`config.mk`:
```
export PLATFORM = sky130hd
export DESIGN_NAME = lsu_core_flat
export DESIGN_NICKNAME = d
export VERILOG_FILES = /design/src/rtl/lsu_core_if.sv /design/src/rtl/lsu_core.sv /design/src/flat_wrapper.sv
export SDC_FILE = /design/constraint.sdc
export NUM_CORES = 1
export LEC_CHECK = 0
export ABC_AREA = 1
export BUFFER_PORTS_ARGS = -buffer_cell sky130_fd_sc_hd__buf_2
export CORE_UTILIZATION = 40
export DETAILED_ROUTE_END_ITERATION = 7
export PLACE_DENSITY = 0.67
export SYNTH_ARGS = -nofsm -noshare
export SYNTH_HDL_FRONTEND = slang
export SYNTH_SLANG_ARGS = --single-unit
```
`constraint.sdc`:
```
create_clock -name i_clk -period 4.2 [get_ports i_clk]
set_clock_uncertainty 0.2 [all_clocks]
set_input_delay 0.42 -clock i_clk [delete_from_list [all_inputs] [get_ports i_clk]]
set_output_delay 0.42 -clock i_clk [all_outputs]
set_load 0.01 [all_outputs]
```
`src/rtl/lsu_core_if.sv`:
```
// lsu_core_if -- request/memory/response bundle for the load/store unit.
//
// Signals (directions as seen from the LSU, i.e. the slave modport):
//   request  : i_req_valid, o_req_ready, i_is_store, i_funct3[2:0],
//              i_addr[31:0], i_wdata[31:0]
//   memory   : o_mem_req, o_mem_we, o_mem_addr[31:0], o_mem_be[3:0],
//              o_mem_wdata[31:0], i_mem_ack, i_mem_rdata[31:0]
//   response : o_rsp_valid, o_rsp_data[31:0], o_bus_err, o_misaligned
//
// slave  : the LSU itself.
// master : the environment (execute stage plus memory model).
interface lsu_core_if;
  logic        i_req_valid;
  logic        o_req_ready;
  logic        i_is_store;
  logic [2:0]  i_funct3;
  logic [31:0] i_addr;
  logic [31:0] i_wdata;
  logic        o_mem_req;
  logic        o_mem_we;
  logic [31:0] o_mem_addr;
  logic [3:0]  o_mem_be;
  logic [31:0] o_mem_wdata;
  logic        i_mem_ack;
  logic [31:0] i_mem_rdata;
  logic        o_rsp_valid;
  logic [31:0] o_rsp_data;
  logic        o_bus_err;
  logic        o_misaligned;

  modport slave (
    input  i_req_valid, i_is_store, i_funct3, i_addr, i_wdata,
    input  i_mem_ack, i_mem_rdata,
    output o_req_ready, o_mem_req, o_mem_we, o_mem_addr, o_mem_be,
    output o_mem_wdata, o_rsp_valid, o_rsp_data, o_bus_err, o_misaligned
  );

  modport master (
    output i_req_valid, i_is_store, i_funct3, i_addr, i_wdata,
    output i_mem_ack, i_mem_rdata,
    input  o_req_ready, o_mem_req, o_mem_we, o_mem_addr, o_mem_be,
    input  o_mem_wdata, o_rsp_valid, o_rsp_data, o_bus_err, o_misaligned
  );
endinterface

```
`src/rtl/lsu_core.sv`:
```
// lsu_core -- single-outstanding load/store unit.
//
// Accepts one load/store from the execute stage (IDLE), issues a single
// word-aligned memory access with byte enables and lane-replicated store
// data (BUSY), then returns a one-cycle response pulse (DONE). Load data
// is shifted down to the addressed lane and sign/zero extended. A memory
// access that sees no ack for TIMEOUT cycles completes with o_bus_err.
//
// Parameters:
//   TIMEOUT  BUSY cycles awaiting i_mem_ack before bus error (2..255).
// Ports:
//   i_clk    clock, all state on the rising edge
//   i_rst    synchronous active-high reset
//   bus      lsu_core_if.slave (request, memory and response signals)
// Configuration:
//   LSU_MISALIGN_TRAP_EN  defined: misaligned H/W requests complete at once
//                         with o_misaligned=1 and no memory access.
//                         undefined: o_misaligned stays 0 and the address is
//                         forced to the natural alignment of the access.
module lsu_core #(
  parameter int unsigned TIMEOUT = 16
) (
  input  logic      i_clk,
  input  logic      i_rst,
  lsu_core_if.slave bus
);

`ifdef LSU_MISALIGN_TRAP_EN
  localparam logic TRAP_EN = 1'b1;
`else
  localparam logic TRAP_EN = 1'b0;
`endif

  // Counter value during the last BUSY cycle before a timeout.
  localparam logic [7:0] CNT_LAST = 8'(TIMEOUT - 32'd1);

  typedef enum logic [1:0] {
    ST_IDLE = 2'd0,
    ST_BUSY = 2'd1,
    ST_DONE = 2'd2
  } state_t;

  state_t      state_r, state_nxt;
  logic [7:0]  cnt_r, cnt_nxt;
  logic [2:0]  f3_r, f3_nxt;
  logic [1:0]  lo_r, lo_nxt;
  logic [1:0]  req_lo_s;

  logic        ready_r;
  logic        mem_req_r, mem_req_nxt;
  logic        mem_we_r, mem_we_nxt;
  logic [31:0] mem_addr_r, mem_addr_nxt;
  logic [3:0]  mem_be_r, mem_be_nxt;
  logic [31:0] mem_wdata_r, mem_wdata_nxt;
  logic        rsp_valid_r, rsp_valid_nxt;
  logic [31:0] rsp_data_r, rsp_data_nxt;
  logic        bus_err_r, bus_err_nxt;
  logic        misaligned_r, misaligned_nxt;

  function automatic logic f3_legal(input logic [2:0] f3);
    logic ok;
    case (f3)
      3'b000, 3'b001, 3'b010, 3'b100, 3'b101: ok = 1'b1;
      default:                                ok = 1'b0;
    endcase
    return ok;
  endfunction

  function automatic logic f3_misaligned(input logic [2:0] f3, input logic [1:0] lo);
    logic m;
    case (f3)
      3'b001, 3'b101: m = lo[0];
      3'b010:         m = |lo;
      default:        m = 1'b0;
    endcase
    return m;
  endfunction

  // Natural alignment of the low address bits for the access size.
  function automatic logic [1:0] align_lo(input logic [2:0] f3, input logic [1:0] lo);
    logic [1:0] r;
    case (f3)
      3'b001, 3'b101: r = {lo[1], 1'b0};
      3'b010:         r = 2'b00;
      default:        r = lo;
    endcase
    return r;
  endfunction

  function automatic logic [3:0] byte_en(input logic [2:0] f3, input logic [1:0] lo);
    logic [3:0] be;
    case (f3)
      3'b000, 3'b100: be = 4'b0001 << lo;
      3'b001, 3'b101: be = 4'b0011 << {lo[1], 1'b0};
      3'b010:         be = 4'b1111;
      default:        be = 4'b0000;
    endcase
    return be;
  endfunction

  function automatic logic [31:0] store_lanes(input logic [2:0] f3, input logic [31:0] wd);
    logic [31:0] r;
    case (f3)
      3'b000, 3'b100: r = {4{wd[7:0]}};
      3'b001, 3'b101: r = {2{wd[15:0]}};
      default:        r = wd;
    endcase
    return r;
  endfunction

  function automatic logic [31:0] load_extend(input logic [2:0] f3, input logic [1:0] lo,
                                              input logic [31:0] rd);
    logic [31:0] sh;
    logic [31:0] r;
    sh = rd >> {lo, 3'b000};
    case (f3)
      3'b000:  r = {{24{sh[7]}}, sh[7:0]};
      3'b100:  r = {24'd0, sh[7:0]};
      3'b001:  r = {{16{sh[15]}}, sh[15:0]};
      3'b101:  r = {16'd0, sh[15:0]};
      default: r = sh;
    endcase
    return r;
  endfunction

  // Next-state and next-output logic; memory outputs are zero outside BUSY.
  always_comb begin
    state_nxt      = state_r;
    cnt_nxt        = cnt_r;
    f3_nxt         = f3_r;
    lo_nxt         = lo_r;
    mem_req_nxt    = 1'b0;
    mem_we_nxt     = 1'b0;
    mem_addr_nxt   = 32'd0;
    mem_be_nxt     = 4'd0;
    mem_wdata_nxt  = 32'd0;
    rsp_valid_nxt  = 1'b0;
    rsp_data_nxt   = 32'd0;
    bus_err_nxt    = 1'b0;
    misaligned_nxt = 1'b0;
    req_lo_s       = align_lo(bus.i_funct3, bus.i_addr[1:0]);

    case (state_r)
      ST_IDLE: begin
        if (bus.i_req_valid) begin
          if (!f3_legal(bus.i_funct3)) begin
            state_nxt     = ST_DONE;
            rsp_valid_nxt = 1'b1;
            bus_err_nxt   = 1'b1;
          end else if (TRAP_EN && f3_misaligned(bus.i_funct3, bus.i_addr[1:0])) begin
            state_nxt      = ST_DONE;
            rsp_valid_nxt  = 1'b1;
            misaligned_nxt = 1'b1;
          end else begin
            // Without the trap, req_lo_s already carries the forced alignment.
            state_nxt     = ST_BUSY;
            cnt_nxt       = 8'd0;
            f3_nxt        = bus.i_funct3;
            lo_nxt        = req_lo_s;
            mem_req_nxt   = 1'b1;
            mem_we_nxt    = bus.i_is_store;
            mem_addr_nxt  = {bus.i_addr[31:2], 2'b00};
            mem_be_nxt    = byte_en(bus.i_funct3, req_lo_s);
            mem_wdata_nxt = store_lanes(bus.i_funct3, bus.i_wdata);
          end
        end else begin
          state_nxt = ST_IDLE;
        end
      end
      ST_BUSY: begin
        // Ack is checked first so an ack in the final cycle beats the timeout.
        if (bus.i_mem_ack) begin
          state_nxt     = ST_DONE;
          rsp_valid_nxt = 1'b1;
          if (mem_we_r) begin
            rsp_data_nxt = 32'd0;
          end else begin
            rsp_data_nxt = load_extend(f3_r, lo_r, bus.i_mem_rdata);
          end
        end else if (cnt_r == CNT_LAST) begin
          state_nxt     = ST_DONE;
          rsp_valid_nxt = 1'b1;
          bus_err_nxt   = 1'b1;
        end else begin
          cnt_nxt       = cnt_r + 8'd1;
          mem_req_nxt   = mem_req_r;
          mem_we_nxt    = mem_we_r;
          mem_addr_nxt  = mem_addr_r;
          mem_be_nxt    = mem_be_r;
          mem_wdata_nxt = mem_wdata_r;
        end
      end
      ST_DONE: begin
        state_nxt = ST_IDLE;
      end
      default: begin
        state_nxt = ST_IDLE;
      end
    endcase
  end

  // FSM state, timeout counter and latched access context.
  always_ff @(posedge i_clk) begin
    if (i_rst) begin
      state_r <= ST_IDLE;
      cnt_r   <= 8'd0;
      f3_r    <= 3'd0;
      lo_r    <= 2'd0;
    end else begin
      state_r <= state_nxt;
      cnt_r   <= cnt_nxt;
      f3_r    <= f3_nxt;
      lo_r    <= lo_nxt;
    end
  end

  // Registered outputs; ready tracks whether the next state is IDLE.
  always_ff @(posedge i_clk) begin
    if (i_rst) begin
      ready_r      <= 1'b1;
      mem_req_r    <= 1'b0;
      mem_we_r     <= 1'b0;
      mem_addr_r   <= 32'd0;
      mem_be_r     <= 4'd0;
      mem_wdata_r  <= 32'd0;
      rsp_valid_r  <= 1'b0;
      rsp_data_r   <= 32'd0;
      bus_err_r    <= 1'b0;
      misaligned_r <= 1'b0;
    end else begin
      ready_r      <= (state_nxt == ST_IDLE);
      mem_req_r    <= mem_req_nxt;
      mem_we_r     <= mem_we_nxt;
      mem_addr_r   <= mem_addr_nxt;
      mem_be_r     <= mem_be_nxt;
      mem_wdata_r  <= mem_wdata_nxt;
      rsp_valid_r  <= rsp_valid_nxt;
      rsp_data_r   <= rsp_data_nxt;
      bus_err_r    <= bus_err_nxt;
      misaligned_r <= misaligned_nxt;
    end
  end

  assign bus.o_req_ready  = ready_r;
  assign bus.o_mem_req    = mem_req_r;
  assign bus.o_mem_we     = mem_we_r;
  assign bus.o_mem_addr   = mem_addr_r;
  assign bus.o_mem_be     = mem_be_r;
  assign bus.o_mem_wdata  = mem_wdata_r;
  assign bus.o_rsp_valid  = rsp_valid_r;
  assign bus.o_rsp_data   = rsp_data_r;
  assign bus.o_bus_err    = bus_err_r;
  assign bus.o_misaligned = misaligned_r;

endmodule

```
`src/flat_wrapper.sv`:
```
// flat-port wrapper written by rule: the top's interface ports become plain ports
module lsu_core_flat 
#(
  parameter int unsigned TIMEOUT = 16
)
  (i_clk, i_rst, bus_i_req_valid, bus_i_is_store, bus_i_funct3, bus_i_addr, bus_i_wdata, bus_i_mem_ack, bus_i_mem_rdata, bus_o_req_ready, bus_o_mem_req, bus_o_mem_we, bus_o_mem_addr, bus_o_mem_be, bus_o_mem_wdata, bus_o_rsp_valid, bus_o_rsp_data, bus_o_bus_err, bus_o_misaligned);
  lsu_core_if bus_i ();
  input  logic i_clk;
  input  logic i_rst;
  input wire logic [$bits(bus_i.i_req_valid)-1:0] bus_i_req_valid;
  input wire logic [$bits(bus_i.i_is_store)-1:0] bus_i_is_store;
  input wire logic [$bits(bus_i.i_funct3)-1:0] bus_i_funct3;
  input wire logic [$bits(bus_i.i_addr)-1:0] bus_i_addr;
  input wire logic [$bits(bus_i.i_wdata)-1:0] bus_i_wdata;
  input wire logic [$bits(bus_i.i_mem_ack)-1:0] bus_i_mem_ack;
  input wire logic [$bits(bus_i.i_mem_rdata)-1:0] bus_i_mem_rdata;
  output wire logic [$bits(bus_i.o_req_ready)-1:0] bus_o_req_ready;
  output wire logic [$bits(bus_i.o_mem_req)-1:0] bus_o_mem_req;
  output wire logic [$bits(bus_i.o_mem_we)-1:0] bus_o_mem_we;
  output wire logic [$bits(bus_i.o_mem_addr)-1:0] bus_o_mem_addr;
  output wire logic [$bits(bus_i.o_mem_be)-1:0] bus_o_mem_be;
  output wire logic [$bits(bus_i.o_mem_wdata)-1:0] bus_o_mem_wdata;
  output wire logic [$bits(bus_i.o_rsp_valid)-1:0] bus_o_rsp_valid;
  output wire logic [$bits(bus_i.o_rsp_data)-1:0] bus_o_rsp_data;
  output wire logic [$bits(bus_i.o_bus_err)-1:0] bus_o_bus_err;
  output wire logic [$bits(bus_i.o_misaligned)-1:0] bus_o_misaligned;
  assign bus_i.i_req_valid = bus_i_req_valid;
  assign bus_i.i_is_store = bus_i_is_store;
  assign bus_i.i_funct3 = bus_i_funct3;
  assign bus_i.i_addr = bus_i_addr;
  assign bus_i.i_wdata = bus_i_wdata;
  assign bus_i.i_mem_ack = bus_i_mem_ack;
  assign bus_i.i_mem_rdata = bus_i_mem_rdata;
  assign bus_o_req_ready = bus_i.o_req_ready;
  assign bus_o_mem_req = bus_i.o_mem_req;
  assign bus_o_mem_we = bus_i.o_mem_we;
  assign bus_o_mem_addr = bus_i.o_mem_addr;
  assign bus_o_mem_be = bus_i.o_mem_be;
  assign bus_o_mem_wdata = bus_i.o_mem_wdata;
  assign bus_o_rsp_valid = bus_i.o_rsp_valid;
  assign bus_o_rsp_data = bus_i.o_rsp_data;
  assign bus_o_bus_err = bus_i.o_bus_err;
  assign bus_o_misaligned = bus_i.o_misaligned;
  lsu_core #(.TIMEOUT(TIMEOUT)) u_core (.i_clk(i_clk), .i_rst(i_rst), .bus(bus_i));
endmodule
```
**Word-level counts from Yosys, hierarchy flattened**

Index checks and enable logic that the tools add are counted.

- Register bits after elaboration: 120
- Word-level logic and storage cells: 89
- Output and inout bits: 106
- Input bits: 104

- Muxes and demuxes: 45
- Reduce and logical (&&, ||, !) cells: 11
- Add/sub/neg operators: 1
- Shift operators: 3
- Bitwise gates (word level): 2
- Equality and inequality tests: 14

Operator list:

| kind | number |
|---|---|
| $mux 32 | 6 |
| $pmux 32 s2 | 3 |
| $pmux 32 s4 | 1 |
| $mux 8 | 4 |
| $shr 32x5->32 | 1 |
| $mux 4 | 4 |
| $pmux 8 s2 | 1 |
| $mux 1 | 14 |
| $eq 3x3->1 const B | 4 |
| $pmux 4 s3 | 1 |
| $add 8x1->8 const B | 1 |
| $eq 8x4->1 const B | 1 |
| $mux 2 | 4 |
| $pmux 1 s2 | 4 |
| $pmux 2 s2 | 2 |
| $pmux 4 s2 | 1 |
| $eq 3x1->1 const B | 2 |
| $logic_not 3->1 | 2 |
| $ne 2x2->1 const B | 3 |
| $reduce_and 5->1 | 1 |
| $reduce_or 5->1 | 1 |
| $logic_not 2->1 | 2 |
| $reduce_or 2->1 | 2 |
| $reduce_or 4->1 | 1 |
| other kinds (9) | 10 |

**Depth between registers and ports, before layout**

- Word-level depth: 9
- Mapped depth: 10
- Gate-level depth less buffers: 9

**Worst setup path after synthesis**

No wires, ideal clock.

- Path kind: reg2reg
- Start: register u_core.cnt_r[0]
- End: register u_core.cnt_r[0]
- Buffers on the path: 1
- Slack: 2541 ps
- Data required time: 3884 ps
- Cell stages (with the launch flop): 10
- Setup time: 116 ps
- Period minus slack after synthesis: 1659 ps
- Arrival time: 1344 ps
- Cell sequence: dfxtp_1 -> ha_1 -> inv_1 -> nor2_4 -> nand3_4 -> nand2_4 -> nand2_2 -> buf_6 -> o21ai_0 -> nor2_1

- Cells in the longest elaborated chain, start to end: 4
- Elaborated cells on any way between the ends: 7
- Those cells by class: add/sub (1); eq/ne (2); mux (3); reduce/logical (1)

RTL lines:

| item | line | RTL |
|---|---|---|
| from (decl) | lsu_core.sv:44 | `logic [7:0] cnt_r, cnt_nxt;` |
| from (signal assigned) | lsu_core.sv:211 | `cnt_r <= cnt_nxt;` |
| $add 8x1->8 | lsu_core.sv:185 | `cnt_nxt = cnt_r + 8'd1;` |
| $mux 8 | lsu_core.sv:180 | `end else if (cnt_r == CNT_LAST) begin` |
| $mux 8 | lsu_core.sv:172 | `if (bus.i_mem_ack) begin` |
| $pmux 8 s2 | lsu_core.sv:143 | `case (state_r)` |

Several ways; a longest one is shown, not always the timed one. The select of a mux whose other input is x is not followed.
A chain may end at the register's enable or synchronous reset.

**Worst setup path in the final report**

- Start: register u_core.cnt_r[0]
- End: register u_core.ready_r (netlist: u_core.bus.o_req_ready)

- Cells in the longest elaborated chain, start to end: 5

RTL lines:

| item | line | RTL |
|---|---|---|
| $eq 8x4->1 | lsu_core.sv:180 |  |
| $mux 2 | lsu_core.sv:180 |  |
| $mux 2 | lsu_core.sv:172 |  |
| $pmux 2 s2 | lsu_core.sv:143 |  |
| $logic_not 2->1 | lsu_core.sv:231 | `ready_r <= (state_nxt == ST_IDLE);` |
| to (signal assigned) | lsu_core.sv:231 |  |
| to (decl) | lsu_core.sv:49 | `logic ready_r;` |

Every way passes these cells.

==> summary.md <==
| Metric | Value |
|---|---|
| Worst skew pair latency | `420 ps` |
| Final setup margin | `around 1400 ps` |
| Clk slew on worst S/H paths | `60 ps` |
| Share of cells above drive strength 1 | `0.344` |
| R2R Path Start | `u_core.cnt_r[0]$_SDFFE_PP0P_` |
| Worst min-delay path endpoint | `u_core.bus.o_mem_addr[28]$_SDFFE_PP0P_` |
| Vias in the first global route | `slightly above 5k` |
| DRT Wirelength | `approximately 15000 um` |
| Gr usage total | `0.222` |
| R2R cell count | `10` |
| DP Area | `between 6000 and 7000 um^2` |
| CTS resizes | `0` |
| Root Buffer Master | `clkbuf_16` |
| Post-synth EDFFs | `0` |
| Overall power | `3.10 mW` |
| Synth Area in XOR/XNOR | `0` |
| DR iter-0 viols | `roughly 420` |
| # rows | `42` |
| CTS buffer count | `17` |
| RSZ-0062 raised after global routing | `no` |
| Predominant post-synthesis flop cell | `dfxtp_1` |
| Postcts setup bufs | `0` |
| Die height | `approximately 120 um` |
| WS Path Type | `reg2reg` |
| Vias per std cell | `between 4 and 5` |
| Period Utilization, post-route | `0.660` |
| Finished Cell Area | `slightly above 7000 um^2` |
| CP Max Fanout | `between 50 and 60` |
| Min Clock Period, post-route | `between 2000 and 3000 ps` |
| Main combinational cell family by area after synthesis | `simple AND/OR/NAND/NOR gates` |
| I/O Buffers | `206` |
| First-pass GRT wire length | `~25000 um` |
| Synth Area in Compound Gates | `0.159` |
| Critical Path AT | `roughly 2900 ps` |
| Unique masters post-synth | `34` |
| Reg-to-Reg End | `u_core.bus.o_req_ready$_SDFF_PP1_` |
| Area contributors post-synth | `dfxtp_1, nand3_1, nand2_1` |
| Final Hold Viols | `0` |
| Syn Inst Count | `740` |
| Post-synth ARST share | `0` |
| Lkg Pwr | `~3.4 nW` |
| Die Area | `about 14000 um^2` |
| Hold buffers post-CTS | `0` |
| Inserted Diodes | `0` |
| Final ANT Viol Nets | `0` |
| #FFs+latches synth | `between 100 and 150` |
| Hold Path Depth | `3` |
| Layout area overhead | `28.6%` |
| Crit. End Element | `flop` |
| Final setup violation count | `0` |
| DP Worst Slack | `roughly 1400 ps` |
| Worst rel slew slack | `0.336` |
| Finished Layout Cells | `1108` |
| Avg Cell Area, Syn | `around 7.4 um^2` |
| VDD IR-drop max | `0.000300 V` |
| Final core occ | `0.530` |
| Fin Hold WS | `48.0 ps` |
| GP Congestion | `roughly 0.83` |
| Post-Synth Simple-Gate Area | `0.306` |
| Synth cell count leaders | `nand2_1, dfxtp_1, nand3_1, nor2_1, a21oi_1` |
| Req. time, crit path | `4310 ps` |
| Largest net degree at the start of global routing | `60` |
| Drt drc | `0` |
| Most common cell in the netlist | `nand2_1` |
| H-tree levels | `4` |
| CTS tree | `built` |
| Yosys warns | `0` |
| Final HPWL DP | `roughly 11000 um` |
| Sequential-to-total area share from yosys stat | `0.429` |
| Synth area leader | `dfxtp_1` |
| Total Neg Setup Slack | `0 ps` |
| Final Max Slew Viols | `0` |
| Critical hold path startpoint | `bus_i_addr[28]` |
| Chip Width | `between 100 and 150 um` |
| Status | `complete, no violations` |
| Fin nets | `1024` |
| Via count | `~5.5k` |
| Initial antenna violation count | `2` |
| Pwr per Cell Area | `between 400 and 500 nW/um^2` |
| Num Clock Sinks | `118` |
| Post-synthesis mux area share | `0` |
| Inst Count DP | `1076` |
| CP Launch Type | `flop` |
| Measured slew at the worst slew-check pin | `about 990 ps` |
| Pre-antenna DRT Iters | `5` |
| Starting density of the core | `0.412` |
| Fmax achieved | `between 0.3 and 0.4 GHz` |
| Core region area | `about 13000 um^2` |
| DR WL/cell | `around 14 um` |
| Cell Area, Synth | `about 5500 um^2` |
| Hold Path Class | `in2reg` |
| Max-cap viol count | `0` |
| Longest Clk Path Bufs | `2` |
| Gr ovfl total | `0` |
| Reg2reg setup slack | `1430 ps` |
| Top-area cell type share of the netlist area | `0.429` |
| Ports | `210` |
| Post-Synth Adder-Cell Area | `0.00227` |
-- state kept, by name, summed over array words and instances, names as in the netlist --
register / flops
u_core.bus.o_bus_err: 1
u_core.bus.o_mem_req: 1
u_core.f3_r: 3
u_core.bus.o_mem_we: 1
u_core.bus.o_req_ready: 1
u_core.bus.o_rsp_valid: 1
u_core.cnt_r: 8
u_core.state_r: 2
u_core.bus.o_mem_addr: 30
u_core.bus.o_rsp_data: 32
u_core.bus.o_mem_wdata: 32
u_core.bus.o_mem_be: 4
u_core.lo_r: 2
-- layer usage --
| metal | vias up | routed length (um) | track usage |
|---|---|---|---|
| met4 | 2 | 266 | 0.0847 |
| met3 | 30 | 1250 | 0.0752 |
| li1 | 2784 | - | - |
| met1 | 2469 | 6620 | 0.267 |
| met5 | - | 13 | 0 |
| met2 | 207 | 7330 | 0.363 |
-- area by class of cell --
class | instances | area (um^2)
fill | 1333 | 6270
multi-input combinational | 515 | 2580
sequential | 118 | 2360
timing repair buffer | 211 | 1070
clock buffer | 20 | 457
tap | 176 | 220
inverter | 56 | 210
clock inverter | 12 | 175
-- where the power goes --
part,switching (mW),internal [mW],leakage (nW)
registers,0.0228,1.16,0.959
clock network,0.514,1.02,0.302
logic,0.244,0.135,2.16
-- how the worst max path moves through the flow --
stage          cells after the start  slack, ps                          from                                 to
2_1_floorplan                      9       2540  u_core.cnt_r[0]$_SDFFE_PP0P_       u_core.cnt_r[0]$_SDFFE_PP0P_
3_3_place_gp                      10       1450  u_core.cnt_r[0]$_SDFFE_PP0P_  u_core.bus.o_req_ready$_SDFF_PP1_
3_5_place_dp                      10       1430  u_core.cnt_r[0]$_SDFFE_PP0P_  u_core.bus.o_req_ready$_SDFF_PP1_
4_1_cts                           10       1430  u_core.cnt_r[0]$_SDFFE_PP0P_  u_core.bus.o_req_ready$_SDFF_PP1_
5_1_grt                           10       1140  u_core.cnt_r[0]$_SDFFE_PP0P_  u_core.bus.o_req_ready$_SDFF_PP1_
6_report                          10       1430  u_core.cnt_r[0]$_SDFFE_PP0P_  u_core.bus.o_req_ready$_SDFF_PP1_
-- cell usage in the layout, fill, tap and decap left out, types with 2 or more instances in the layout --
cell type	instances
o21ai_0	35
nand3_1	113
nand2_2	31
a21oi_1	55
clkinvlp_4	3
nand4_1	2
buf_2	206
clkinv_2	3
buf_4	5
a31oi_1	9
nor2_2	4
dfxtp_1	118
nor2_4	2
nand2_1	143
bufinv_16	4
o21ai_1	3
clkbuf_8	2
a21oi_2	30
inv_1	50
o22ai_1	2
conb_1	3
nand2_4	2
inv_2	6
o211ai_1	8
clkbuf_16	17
nor2_1	64
a211oi_1	2
-- logic make-up after synthesis --
logic type | Yosys count
adder cells (fa/ha/maj) | 1
other | 1
AO/OA/AOI/OAI | 144
buffers and inverters | 109
flip-flops | 118
AND/OR/NAND/NOR | 367
-- critical path, stage by stage (launching register included) --
cell and delay [ps]:
dfxtp_1 340, ha_1 240, inv_1 100, nor2_4 60
nand3_4 50, buf_4 440, nand2_4 330, nand2_2 320
nand2_1 350, inv_1 160, nor2_1 60
Power figures use the tool's default switching activity.
